--- src/rtl/truth_table_sweeper_pkg.sv ---
// Shared types and constants for the truth-table sweeper: FSM encoding, vector count, golden tables.
package truth_table_sweeper_pkg;

  localparam int N_IN_DEF = 4;
  localparam int NVEC     = 2 ** N_IN_DEF;

  localparam logic [NVEC-1:0] F_EQ_D = 16'hAAAA;
  localparam logic [NVEC-1:0] F_EQ_C = 16'hCCCC;

  typedef enum logic [1:0] {
    IDLE   = 2'd0,
    DRIVE  = 2'd1,
    SAMPLE = 2'd2,
    DONE   = 2'd3
  } state_e;

endpackage

--- src/rtl/truth_table_sweeper_if.sv ---
// Sweep control and result bundle; master = launcher / circuit side, slave = sweeper.
interface truth_table_sweeper_if #(
  parameter int N_IN = 4
);

  logic                   start;
  logic                   f_in;
  logic [N_IN-1:0]        stim;
  logic                   busy;
  logic                   done;
  logic [(2**N_IN)-1:0]   table_out;
  logic                   pass;
  logic [N_IN:0]          mismatch_cnt;
  logic [N_IN-1:0]        first_fail_idx;

  modport master (
    output start, f_in,
    input  stim, busy, done, table_out, pass, mismatch_cnt, first_fail_idx
  );

  modport slave (
    input  start, f_in,
    output stim, busy, done, table_out, pass, mismatch_cnt, first_fail_idx
  );

endinterface

--- src/rtl/truth_table_sweeper_settle_timer.sv ---
// Settle counter: load clears, en counts up, expire flags the last of SETTLE cycles.
// One flop stage; never blocks, the FSM decides when to count.
module sweep_settle_timer #(
  parameter int SETTLE = 2
) (
  input  logic clk,
  input  logic reset,
  input  logic load,
  input  logic en,
  output logic expire
);

  localparam int CW = $clog2(SETTLE + 1);

  logic [CW-1:0] cnt_q, cnt_d;

  always_comb begin
    cnt_d = cnt_q;
    if (load) begin
      cnt_d = '0;
    end else if (en) begin
      cnt_d = cnt_q + 1'b1;
    end
  end

  always_ff @(posedge clk) begin
    if (reset) begin
      cnt_q <= '0;
    end else begin
      cnt_q <= cnt_d;
    end
  end

  assign expire = (cnt_q == CW'(SETTLE - 1));

endmodule

--- src/rtl/truth_table_sweeper.sv ---
// Drives every input combination, samples f_in after SETTLE cycles and grades the truth table.
// One vector per SETTLE+1 cycles; start is ignored until the sweep returns to IDLE.
module truth_table_sweeper
  import truth_table_sweeper_pkg::*;
#(
  parameter int                      N_IN     = N_IN_DEF,
  parameter int                      SETTLE   = 2,
  parameter logic [(2**N_IN)-1:0]    EXPECTED = F_EQ_D
) (
  input  logic                   clk,
  input  logic                   reset,
  truth_table_sweeper_if.slave   bus
);

  localparam int NV = 2 ** N_IN;

  state_e            state_q, state_d;
  logic [N_IN-1:0]   idx_q, idx_d;
  logic [NV-1:0]     table_q, table_d;
  logic [N_IN:0]     mcnt_q, mcnt_d;
  logic [N_IN-1:0]   ffi_q, ffi_d;
  logic              pass_q, pass_d;
  logic              settle_expire;

  sweep_settle_timer #(
    .SETTLE (SETTLE)
  ) u_settle (
    .clk    (clk),
    .reset  (reset),
    .load   (state_q != DRIVE),
    .en     ((state_q == DRIVE) && !settle_expire),
    .expire (settle_expire)
  );

  always_comb begin
    state_d = state_q;
    idx_d   = idx_q;
    table_d = table_q;
    mcnt_d  = mcnt_q;
    ffi_d   = ffi_q;
    pass_d  = pass_q;
    case (state_q)
      IDLE: begin
        if (bus.start) begin
          state_d = DRIVE;
          idx_d   = '0;
          table_d = '0;
          mcnt_d  = '0;
          ffi_d   = '0;
          pass_d  = 1'b0;
        end
      end
      DRIVE: begin
        if (settle_expire) begin
          state_d = SAMPLE;
        end
      end
      SAMPLE: begin
        table_d[idx_q] = bus.f_in;
        if (bus.f_in != EXPECTED[idx_q]) begin
          // mismatch count still zero means this is the first failing row
          if (mcnt_q == '0) begin
            ffi_d = idx_q;
          end
          mcnt_d = mcnt_q + 1'b1;
        end
        if (idx_q == {N_IN{1'b1}}) begin
          state_d = DONE;
          pass_d  = (table_d == EXPECTED);
        end else begin
          idx_d   = idx_q + 1'b1;
          state_d = DRIVE;
        end
      end
      DONE: begin
        state_d = IDLE;
      end
      default: begin
        state_d = IDLE;
      end
    endcase
  end

  always_ff @(posedge clk) begin
    if (reset) begin
      state_q <= IDLE;
      idx_q   <= '0;
      table_q <= '0;
      mcnt_q  <= '0;
      ffi_q   <= '0;
      pass_q  <= 1'b0;
    end else begin
      state_q <= state_d;
      idx_q   <= idx_d;
      table_q <= table_d;
      mcnt_q  <= mcnt_d;
      ffi_q   <= ffi_d;
      pass_q  <= pass_d;
    end
  end

  // stim is the index itself, so it naturally parks on the last vector after a sweep
  assign bus.stim           = idx_q;
  assign bus.busy           = (state_q != IDLE);
  assign bus.done           = (state_q == DONE);
  assign bus.table_out      = table_q;
  assign bus.pass           = pass_q;
  assign bus.mismatch_cnt   = mcnt_q;
  assign bus.first_fail_idx = ffi_q;

endmodule
--- src/flat_wrapper.sv ---
// flat-port wrapper written by rule: the top's interface ports become plain ports
module truth_table_sweeper_flat import truth_table_sweeper_pkg::*;
#(
  parameter int                      N_IN     = N_IN_DEF,
  parameter int                      SETTLE   = 2,
  parameter logic [(2**N_IN)-1:0]    EXPECTED = F_EQ_D
)
  (clk, reset, bus_start, bus_f_in, bus_stim, bus_busy, bus_done, bus_table_out, bus_pass, bus_mismatch_cnt, bus_first_fail_idx);
  truth_table_sweeper_if #(.N_IN(N_IN)) bus_i ();
  input  logic clk;
  input  logic reset;
  input wire logic [$bits(bus_i.start)-1:0] bus_start;
  input wire logic [$bits(bus_i.f_in)-1:0] bus_f_in;
  output wire logic [$bits(bus_i.stim)-1:0] bus_stim;
  output wire logic [$bits(bus_i.busy)-1:0] bus_busy;
  output wire logic [$bits(bus_i.done)-1:0] bus_done;
  output wire logic [$bits(bus_i.table_out)-1:0] bus_table_out;
  output wire logic [$bits(bus_i.pass)-1:0] bus_pass;
  output wire logic [$bits(bus_i.mismatch_cnt)-1:0] bus_mismatch_cnt;
  output wire logic [$bits(bus_i.first_fail_idx)-1:0] bus_first_fail_idx;
  assign bus_i.start = bus_start;
  assign bus_i.f_in = bus_f_in;
  assign bus_stim = bus_i.stim;
  assign bus_busy = bus_i.busy;
  assign bus_done = bus_i.done;
  assign bus_table_out = bus_i.table_out;
  assign bus_pass = bus_i.pass;
  assign bus_mismatch_cnt = bus_i.mismatch_cnt;
  assign bus_first_fail_idx = bus_i.first_fail_idx;
  truth_table_sweeper #(.N_IN(N_IN), .SETTLE(SETTLE), .EXPECTED(EXPECTED)) u_core (.clk(clk), .reset(reset), .bus(bus_i));
endmodule
--- config.mk ---
export PLATFORM = sky130hd
export DESIGN_NAME = truth_table_sweeper_flat
export DESIGN_NICKNAME = d
export VERILOG_FILES = /design/src/rtl/truth_table_sweeper_pkg.sv /design/src/rtl/truth_table_sweeper_if.sv /design/src/rtl/truth_table_sweeper_settle_timer.sv /design/src/rtl/truth_table_sweeper.sv /design/src/flat_wrapper.sv
export SDC_FILE = /design/constraint.sdc
export NUM_CORES = 1
export LEC_CHECK = 0
export ABC_AREA = 1
export CORE_MARGIN = 5
export CORE_UTILIZATION = 40
export CTS_CLUSTER_DIAMETER = 120
export DETAILED_ROUTE_END_ITERATION = 16
export GPL_TIMING_DRIVEN = 0
export HOLD_SLACK_MARGIN = 0.03
export PLACE_DENSITY = 0.73
export SLEW_MARGIN = 25
export SYNTH_ARGS = -nofsm -noshare
export SYNTH_HDL_FRONTEND = slang
export SYNTH_SLANG_ARGS = --single-unit
--- constraint.sdc ---
create_clock -name clk -period 2 [get_ports clk]
set_input_delay 0.3 -clock clk [delete_from_list [all_inputs] [get_ports clk]]
set_output_delay 0.3 -clock clk [all_outputs]
set_load 0.005 [all_outputs]
==> qor.yml <==
areaGrowthSynthToFinish_pct: 26.3
startpoint: "u_core.bus.stim[0]"
cp_cell_sequence: "inv_1, ha_1, nand3_1, nand2_1, nand2_1, nor2_1, nand2_1, nor2_1, nand3_1, a21oi_2"
synth.distinct_cells: 35
grt_max_degree: 12
cp.required_ns: 2.22
cts_hold_buf: 0
avgSynthCellArea_um2: 7.43
dp.final_hpwl_mm: 3.50
r2r_slack_ns: 0.26
yosysTopAreaCellShare: 0.342
gp_congestion: 0.828
synth_ff_type: "dfxtp_1"
yosys-top-cells-count: "nand2_1, dfxtp_1, nand3_1"
postLayoutSetupSlackWorst_ns: 0.256
drc_errors: 0
min-delay-start: "reset"
skew_ns: 0.00679
wl_per_cell_um: 12.0
slowest_delay_ns: 0.35
cts_tree: "yes"
async_flop_share: 0
fp.dieW_um: 81.6
ant_nets: 0
cp.arrival_ns: 1.97
grt_pass1_vias: 1779
setup_viol: 0
syn_area_um2: 2050
grt_use_met1: 0.204
core.rowCount: 26
chipHeight_um: 81.6
core-area_um2: 5040
use_met2: 0.247
start_util: 0.406
hold_ws_ns: 0.444
synthesis.nets: 288
cpMaxStageDelayCell: "dfxtp_2"
synth_seq_cells: 35
crit_top_cell: "nand2_1"
fill_cells: 494
yosysSeqAreaShare: 0.342
die_area_um2: 6660
numPortBuffers: 33
finalMaxSlewViolations: 0
clock-sinks: 35
track_usage: 0.155
hold_viol_final: 0
grt.busiest_layer: "met2"
clkLatencyLatePin_ns: 0.29
fin_crit_sh: 0.872
dp_worst_setup_slack_ns: 0.238
path_max_fanout: 7
seqCellArea_um2: 703
synth.most_common_cell: "nand2_1"
routed_wirelength_mm: 4.65
run_status: "finished clean"
fin_crit_ns: 1.74
yosys_warnings: 0
synth_top_cells_by_area: "dfxtp_1, nand2_1, nand3_1"
synth-edff-count: 0
p_leak_nw: 0.945
worst_slew_pin_slew_ns: 0.484
cts-root-buf: "clkbuf_8"
htree_levels: 2
rsz0062_at_grt: "no"
drv_cap: 0
fin_area_um2: 2590
num-nets-final: 328
yosysTopAreaCell: "dfxtp_1"
max_freq_mhz: 573
num_antenna_cells: 0
hold_path_class: "input port to flip-flop"
grt_overflow_total: 0
ios: 36
place_area_um2: 2470
rr_startpoint: "u_core.bus.stim[0]"
grt_use_met3: 0.0274
p_per_area_nw_per_um2: 649
drt_iter0_markers: 154
tns_ns: 0
dr.pass1.iters: 4
clk_transition_reported_paths_ns: 0.07
synthCells: 276
irDropWorstVdd_mv: 0.463
cts_buffer_depth: 2
cts_made_buffers: 5
crit_path_end_kind: "flip-flop"
antenna_found_initial: 0
post_cts_buffers: 0
multi_input_area_um2: 1140
dr_total_vias: 1852
viasPerCell: 4.79
layout-drive-gt1-share: 0.164
grt_pass1_wl_mm: 8.05
crit_type: "flip-flop to flip-flop"
start_kind: "flip-flop"
relSlewSlack: 0.677
## placed cells by master (no fill, tap or decap), types with 4 or more instances in the layout
master / count
a21oi_1: 24
buf_6: 5
clkbuf_8: 6
clkdlybuf4s50_1: 33
dfxtp_1: 33
ha_1: 8
inv_1: 21
inv_2: 4
nand2_1: 70
nand2_4: 4
nand3_1: 25
nand3_2: 4
nand3b_1: 4
nand4_1: 7
nor2_1: 18
## power by group
group          internal [mW]  total, mW  switching, mW
sequential             0.717      0.741         0.0239
clock                  0.403      0.660          0.256
combinational          0.107      0.278          0.171
## metal layers
layer	share of wire	vias to the layer above
li1	-	980
met1	0.49	827
met2	0.45	37
met3	0.032	8
met4	0.024	0
met5	0	-
## per-stage QoR
step,total power [mW],util,instances
2_1_floorplan,0.957,-,276
3_3_place_gp,1.03,0.489,379
5_1_grt,1.75,0.513,387
6_report,1.68,0.513,387
4_1_cts,1.69,0.513,387
3_5_place_dp,1.04,0.489,379
## worst max-delay path: cells and delay by family (launching register included)
family	cells	cell delay [ns]
simple gates	7	0.66
flops	1	0.35
compound gates	1	0.11
fa+ha+maj	1	0.35
buf+inv	1	0.19
## cell type report
cell class	instances	share of cell area
Tap cell	70	0.0338
Clock buffer	6	0.0319
Timing Repair Buffer	33	0.128
Multi-Input combinational cell	200	0.439
Inverter	28	0.0435
Sequential cell	35	0.272
Clock inverter	2	0.0135
Buffer	13	0.0387
## cell families after synthesis
kind of cell,synth area share
adder cells (fa/ha/maj),0.0488
AND/OR/NAND/NOR,0.385
XOR/XNOR,0.0128
buffers and inverters,0.104
AO/OA/AOI/OAI,0.107
flip-flops,0.342
## worst paths after layout
| path | end | cells past startpoint |
|---|---|---|
| max | u_core.bus.pass | 10 |
| min | u_core.bus.table_out[1] | 2 |
| max reg2reg | u_core.bus.pass | 10 |
| min reg2reg | u_core.bus.first_fail_idx[0] | 2 |
## sequential cells by signal, indices dropped and copies added, names as in the netlist, named ones only
signal                     cells
u_core.bus.first_fail_idx      4
u_core.state_q                 2
u_core.bus.pass                1
u_core.bus.mismatch_cnt        5
u_core.bus.stim                4
u_core.u_settle.cnt_q          2
u_core.bus.table_out          16
## timing repair
item | CTS | global route
hold endpoints to repair | 0 | 0
gates resized for setup | 0 | 2
endpoints found under the setup margin | 0 | 1
(Power assumes the default switching activity.)
